[src/rtl/cache_refill_ctrl.sv]
// ============================================================================
// Module   : cache_refill_ctrl
// Brief    : Lookup / miss / refill / flush-sweep controller for one
//            direct-mapped cache set. Optional hit/miss counters are compiled
//            in with the CACHE_STATS_EN macro.
// Revision : 1.0 - initial release
// ============================================================================
`default_nettype none

module cache_refill_ctrl #(
  parameter int DATA_WIDTH  = 32,
  parameter int TAG_WIDTH   = 10,
  parameter int INDEX_WIDTH = 6
) (
  input  logic                             i_clock,
  input  logic                             i_reset,
  input  logic [TAG_WIDTH+INDEX_WIDTH-1:0] i_addr,
  input  logic                             i_rd,
  input  logic                             i_flush,
  output logic [DATA_WIDTH-1:0]            o_data,
  output logic                             o_ready,
  output logic                             o_busy,
  output logic [TAG_WIDTH+INDEX_WIDTH-1:0] o_mem_addr,
  output logic                             o_mem_rd,
  input  logic [DATA_WIDTH-1:0]            i_mem_data,
  input  logic                             i_mem_ack,
  output logic [INDEX_WIDTH-1:0]           o_set_index,
  output logic [TAG_WIDTH-1:0]             o_set_tag,
  output logic [DATA_WIDTH-1:0]            o_set_data,
  output logic                             o_set_wr,
  output logic                             o_set_cl,
  input  logic [DATA_WIDTH-1:0]            i_set_data,
  input  logic                             i_set_hit
`ifdef CACHE_STATS_EN
  ,
  output logic [31:0]                      o_hits,
  output logic [31:0]                      o_misses
`endif
);

  localparam int AW = TAG_WIDTH + INDEX_WIDTH;

  typedef enum logic [1:0] {
    ST_FLUSH  = 2'd0,
    ST_LOOKUP = 2'd1,
    ST_MISS   = 2'd2,
    ST_FILL   = 2'd3
  } state_t;

  state_t                 state_q, state_d;
  logic [INDEX_WIDTH-1:0] sweep_cnt_q, sweep_cnt_d;
  logic                   flush_pend_q, flush_pend_d;
  logic [AW-1:0]          miss_addr_q, miss_addr_d;
  logic [DATA_WIDTH-1:0]  fill_data_q, fill_data_d;
  logic                   lookup_hit;
  logic                   lookup_miss;

  always_ff @(posedge i_clock or posedge i_reset) begin
    if (i_reset) begin
      state_q      <= ST_FLUSH;
      sweep_cnt_q  <= '0;
      flush_pend_q <= 1'b0;
      miss_addr_q  <= '0;
      fill_data_q  <= '0;
    end else begin
      state_q      <= state_d;
      sweep_cnt_q  <= sweep_cnt_d;
      flush_pend_q <= flush_pend_d;
      miss_addr_q  <= miss_addr_d;
      fill_data_q  <= fill_data_d;
    end
  end

  always_comb begin
    state_d      = state_q;
    sweep_cnt_d  = sweep_cnt_q;
    flush_pend_d = flush_pend_q;
    miss_addr_d  = miss_addr_q;
    fill_data_d  = fill_data_q;
    lookup_hit   = 1'b0;
    lookup_miss  = 1'b0;

    o_data      = '0;
    o_ready     = 1'b0;
    o_busy      = 1'b0;
    o_mem_addr  = '0;
    o_mem_rd    = 1'b0;
    o_set_index = '0;
    o_set_tag   = '0;
    o_set_data  = '0;
    o_set_wr    = 1'b0;
    o_set_cl    = 1'b0;

    case (state_q)
      ST_FLUSH: begin
        o_busy      = 1'b1;
        o_set_cl    = 1'b1;
        o_set_index = sweep_cnt_q;
        if (sweep_cnt_q == {INDEX_WIDTH{1'b1}}) begin
          sweep_cnt_d = '0;
          state_d     = ST_LOOKUP;
        end else begin
          sweep_cnt_d = sweep_cnt_q + 1'b1;
        end
      end

      ST_LOOKUP: begin
        o_set_index = i_addr[INDEX_WIDTH-1:0];
        o_set_tag   = i_addr[AW-1:INDEX_WIDTH];
        o_data      = i_set_data;
        lookup_hit  = i_rd & i_set_hit;
        o_ready     = lookup_hit;
        // A flush wins over a miss; the CPU keeps i_rd high and retries later.
        if (i_flush) begin
          state_d = ST_FLUSH;
        end else if (i_rd && !i_set_hit) begin
          lookup_miss = 1'b1;
          miss_addr_d = i_addr;
          state_d     = ST_MISS;
        end
      end

      ST_MISS: begin
        o_busy     = 1'b1;
        o_mem_rd   = 1'b1;
        o_mem_addr = miss_addr_q;
        if (i_flush) begin
          flush_pend_d = 1'b1;
        end
        if (i_mem_ack) begin
          fill_data_d = i_mem_data;
          state_d     = ST_FILL;
        end
      end

      ST_FILL: begin
        o_busy      = 1'b1;
        o_set_wr    = 1'b1;
        o_set_index = miss_addr_q[INDEX_WIDTH-1:0];
        o_set_tag   = miss_addr_q[AW-1:INDEX_WIDTH];
        o_set_data  = fill_data_q;
        // A flush arriving in this very cycle is folded into the pending flag.
        if (flush_pend_q || i_flush) begin
          flush_pend_d = 1'b0;
          state_d      = ST_FLUSH;
        end else begin
          state_d      = ST_LOOKUP;
        end
      end

      default: begin
        state_d = ST_FLUSH;
      end
    endcase
  end

`ifdef CACHE_STATS_EN
  logic [31:0] hits_q, hits_d;
  logic [31:0] misses_q, misses_d;

  always_ff @(posedge i_clock or posedge i_reset) begin
    if (i_reset) begin
      hits_q   <= '0;
      misses_q <= '0;
    end else begin
      hits_q   <= hits_d;
      misses_q <= misses_d;
    end
  end

  // Both counters stick at all-ones instead of wrapping.
  always_comb begin
    hits_d   = hits_q;
    misses_d = misses_q;
    if (lookup_hit && (hits_q != 32'hFFFF_FFFF)) begin
      hits_d = hits_q + 32'd1;
    end
    if (lookup_miss && (misses_q != 32'hFFFF_FFFF)) begin
      misses_d = misses_q + 32'd1;
    end
  end

  assign o_hits   = hits_q;
  assign o_misses = misses_q;
`else
  // Without the statistics option the hit/miss strobes have no consumer.
  logic stats_unused;
  assign stats_unused = lookup_hit ^ lookup_miss;
`endif

endmodule

`default_nettype wire

[config.mk]
export PLATFORM = sky130hd
export DESIGN_NAME = cache_refill_ctrl
export DESIGN_NICKNAME = d
export VERILOG_FILES = /design/src/rtl/cache_refill_ctrl.sv
export SDC_FILE = /design/constraint.sdc
export NUM_CORES = 1
export LEC_CHECK = 0
export CAP_MARGIN = 15
export CELL_PAD_IN_SITES_DETAIL_PLACEMENT = 0
export CELL_PAD_IN_SITES_GLOBAL_PLACEMENT = 2
export CORE_MARGIN = 2
export CORE_UTILIZATION = 22
export CTS_CLUSTER_DIAMETER = 40
export CTS_CLUSTER_SIZE = 20
export DETAILED_ROUTE_END_ITERATION = 6
export PLACE_DENSITY = 0.89
export SKIP_CTS_REPAIR_TIMING = 1
export SLEW_MARGIN = 15
export SYNTH_ARGS = -nofsm -noshare
export SYNTH_HDL_FRONTEND = slang
export SYNTH_SLANG_ARGS = --single-unit
[constraint.sdc]
create_clock -name i_clock -period 2.2 [get_ports i_clock]
set_input_delay 0.55 -clock i_clock [delete_from_list [all_inputs] [get_ports i_clock]]
set_output_delay 0.55 -clock i_clock [all_outputs]
set_load 0.05 [all_outputs]
# Yosys cells after proc, flatten, opt, wreduce, memory -nomap -nowiden
# Index checks and enable logic that the tools add are counted.
[totals]
reg_bits = 57
[op_classes]
n_mux = 20
bitwise = 2
reduce_logical = 10
n_addsub = 1
eq_ne = 9
[ops]
columns = ["operator", "n"]
rows = [
  ["32-bit 2-to-1 mux", 2],
  ["10-bit one-hot mux with 2 select lines", 1],
  ["6-bit one-hot mux with 3 select lines", 1],
  ["16-bit 2-to-1 mux", 1],
  ["3-bit AND reduction", 3],
  ["1-bit 2-to-1 mux", 8],
  ["2-bit 2-to-1 mux", 4],
  ["2-bit inequality test (second input constant)", 4],
  ["2-bit one-hot mux with 4 select lines", 1],
  ["6-bit by 1-bit adder with 6-bit output (second input constant)", 1],
  ["6-bit equality test (second input constant)", 1],
  ["6-bit 2-to-1 mux", 1],
  ["2-bit equality test (second input constant)", 2],
  ["3-bit inequality test (second input constant)", 1],
  ["3-bit OR reduction", 1],
  ["2-bit by 1-bit equality test with 1-bit output (second input constant)", 1],
  ["2-bit logical NOT", 1],
  ["1-bit one-hot mux with 2 select lines", 1],
  ["2-bit AND reduction", 1],
  ["2-bit nonzero test", 1],
  ["1-bit AND", 1],
  ["1-bit logical AND", 1],
  ["1-bit logical NOT", 1],
  ["1-bit logical OR", 1],
  ["1-bit NOT", 1],
]

# Logic depth before layout (Yosys ltp)
[depth]
depth_word = 5
mapped_depth = 6
depth_no_buf = 4

# Worst setup path before layout
# Ideal clock, no wire load.
[synth_timing]
path_type = "flip-flop to output port"
start = "reg with a tool-made name"
end = "out o_mem_addr[10]"
required_time_ns = 1.650
path_stages_with_launch = 6
path_slack_ns = -0.156
arrival_time_ns = 1.806
path_cell_list = "dfrtp_1 > buf_6 > nor2b_1 > buf_4 > clkbuf_1 > and2_1"
[synth_rtl]
columns = ["element", "line_no", "source"]
rows = [
  ["end: declaration", "23", "output logic [TAG_WIDTH+INDEX_WIDTH-1:0] o_mem_addr,"],
]

# Worst setup path in the final report
[layout_timing]
start = "in i_addr[1]"
end = "out o_set_index[1]"
[layout_via]
elab_chain_len = 1
[layout_lines]
columns = ["element", "line_no", "source"]
rows = [
  ["start: declaration", "17", "input logic [TAG_WIDTH+INDEX_WIDTH-1:0] i_addr,"],
  ["6-bit one-hot mux with 3 select lines", "94", "case (state_q)"],
  ["end: declaration", "27", "output logic [INDEX_WIDTH-1:0] o_set_index,"],
]
# Every way passes these cells.

==> out/metrics.cfg <==
[timing]
fmax_ghz = 0.458
whs_ps = 500
setup_viol_count_final = 0
finalCritPeriodShare_pct = 99.3
hold_violations = 0
rsz0062_at_grt = true
max_slew_margin_pct = 75.9
slew_violations = 0
worst_slew_pin_slew_ps = 361
fin_setup_tns_ps = 0
skew_ps = 4.52
fin_ws_ps = 14.8
finalCriticalPeriod_ps = 2190

[power_and_ir_drop]
power.switching_mw = 3.45
p_leak_nw = 3.13
clkPwrFrac_pct = 15.5
p_per_area_nw_per_um2 = 1280
total_power_mw = 8.81
swShare_pct = 39.2
comb_power_share_pct = 62.3
power_frac_seq_pct = 22.1
power.internal_mw = 5.36
vdd_drop_max_v = 0.000613

[place]
dp_cells = 640
dp_hpwl_mm = 7.78
portBuffers = 186
place_ws_ps = 28.1
dpl_cell_area_um2 = 6380
place.gp.congestion = 0.700

[critical_path]
path_max_fanout = 2
worstRegToRegCells = 5
cp_slowest_cell = clkdlybuf4s50_1
reg2reg_slack_ps = 490
startpoint = i_addr[1]
critPathLaunchType = input pin
crit_type = input pin to primary output
critPathBufInv = 2
critPathCaptureType = primary output
r2r-end = miss_addr_q[11]
critical-path-max-stage-delay_ps = 420
cp.required_ps = 1650
crit_chain = clkdlybuf4s50_1 > mux2_2 > a22o_4 > buf_12
cp_top_family = buffers and inverters
cp.arrival_ps = 1640

[clocking]
clk_latency_ps = 330
clockRootBuffer = clkbuf_16
clkTransAtPathRegs_ps = 50
tritoncts = done
clkSinkCount = 57
numCtsBuffers = 9
cts.htree.levels = 3
clockBufferDepth = 2

[min_path]
min-delay-path-class = flop to flop
whs_endpoint = fill_data_q[16]
min_delay_path_depth = 1
hold_start = fill_data_q[16]

[finish]
utilization_pct = 47.1
area_growth_pct = 109
stdcell_area_um2 = 6880
antenna_cells = 0
finalNetCount = 563
fill_cells = 1278
stdcell_count = 665
drive_gt1_share_pct = 49.3

[routing]
dr.pass1.iters = 4
via_per_inst = 4.30
post_drt_wl_per_cell_um = 16.2
antenna_left = 0
drt-total-wl_mm = 10.8
route.detailed.drc = 0
dr.first_iter.drc_count = 59
vias = 2860

[logic_synthesis]
ys_warn_count = 0
syn_area_per_cell_um2 = 11.7
synth_area_um2 = 3290
netlist-cell-type-count = 30
synth_top_cell_by_area = dfrtp_1
synth.net_count = 368
synth.area.top_cells = dfrtp_1, mux2_4, and2_1
synth_cells = 281
synth_seq_area_share_pct = 43.3
netlist.area_leader.share_pct = 43.3
yosys_register_bits = 57

[die]
io-pin-count = 187
fp.coreArea_um2 = 14600
dieArea_um2 = 16000
dieHeight_um = 126
placementRows = 44
die_w_um = 126
initial_utilization_pct = 22.6

[run_status]
run_status = completed

[job]
max-cap-violations = 0

[grt]
grt_max_degree = 58
grt_pass1_wl_mm = 16.9
first_global_vias = 3065
grt_usage_pct = 13.6
antenna_found_initial = 0
gr-total-overflow = 0

power groups by stage:
stage          clock network (mW)  registers, mW  logic [mW]
3_3_place_gp                    0           1.94        5.10
5_1_grt                      1.47           2.02        5.74
3_5_place_dp                    0           1.96        5.18
2_1_floorplan                   0           1.81        3.00
4_1_cts                      1.42           1.96        5.19
6_report                     1.37           1.95        5.49
synthesized netlist by cell type:
master     n
a21oi_1    3
a221o_1    1
a22o_1     6
a22oi_1    1
and2_1    49
and3_1    33
buf_2      3
buf_4      2
buf_6      5
clkbuf_1  14
dfrtp_1   57
ha_1       1
inv_1      3
mux2_2    16
mux2_4    39
mux2i_1   10
nand2_1    4
nand2_4    1
nand3_1    3
nand3_4    1
nand4_1    1
nor2_1     4
nor2b_1   11
nor2b_2    1
o211ai_1   1
o21ai_0    5
o41ai_1    1
or3_1      1
or4_1      2
xnor2_1    2
sequential cells by signal, indices dropped and copies added, names as in the netlist, named ones only:
| register | flops |
|---|---|
| sweep_cnt_q | 6 |
| flush_pend_q | 1 |
| miss_addr_q | 16 |
| fill_data_q | 32 |
| state_q | 1 |
kinds of logic after synthesis:
logic type,after synthesis,share of synthesized area (%)
multiplexers,65,26.3
AND/OR/NAND/NOR,111,21.0
AO/OA/AOI/OAI,18,3.84
adder cells (fa/ha/maj),1,0.380
buffers and inverters,27,4.56
flip-flops,57,43.3
XOR/XNOR,2,0.532
how the worst max path moves through the flow:
stage / endpoint / slack, ps / depth (start not counted)
2_1_floorplan: o_set_tag[0] / 70 / 3
3_3_place_gp: o_set_index[2] / 30 / 4
3_5_place_dp: o_set_index[2] / 30 / 4
4_1_cts: o_set_index[5] / -160 / 4
5_1_grt: o_set_index[3] / -60 / 4
6_report: o_set_index[1] / 10 / 4
metal layers:
metal | GRT usage, % | up-vias | routed length, µm
li1 | - | 1360 | -
met1 | 15.1 | 1411 | 4110
met2 | 23.9 | 77 | 5810
met3 | 5.61 | 12 | 708
met4 | 4.07 | 0 | 152
met5 | 0 | - | 0
cells in the final DEF, fill, tap and decap left out, drive strengths merged:
cell,count
dfrtp,57
a221o,1
and2,49
a22oi,1
mux2,55
a22o,6
nor2b,12
and3,33
nor2,4
o211ai,1
a21oi,3
nand2,5
clkinv,2
clkdlybuf4s50,85
nand3,4
inv,3
ha,1
mux2i,10
or4,2
buf,123
or3,1
o21ai,5
nand4,1
xnor2,2
o41ai,1
clkbuf,14
worst reg2reg max path: cells and delay by family, from the launching register on:
family	cells	cell delay, ps
muxes	1	410
DFF	1	450
and+or+nand+nor	2	430
buffers and inverters	2	300
layout make-up:
class                   instances  area, µm²  area share [%]
clock buffers                  14        284            4.13
clock inverters                 2       10.0           0.146
inverters                       3       11.3           0.164
multi-input cells             197       1830            26.6
flip-flops and latches         57       1430            20.8
well taps                     184        230            3.35
repair buffers                208       3080            44.8
Note: power is estimated with default switching activity, not from simulation.
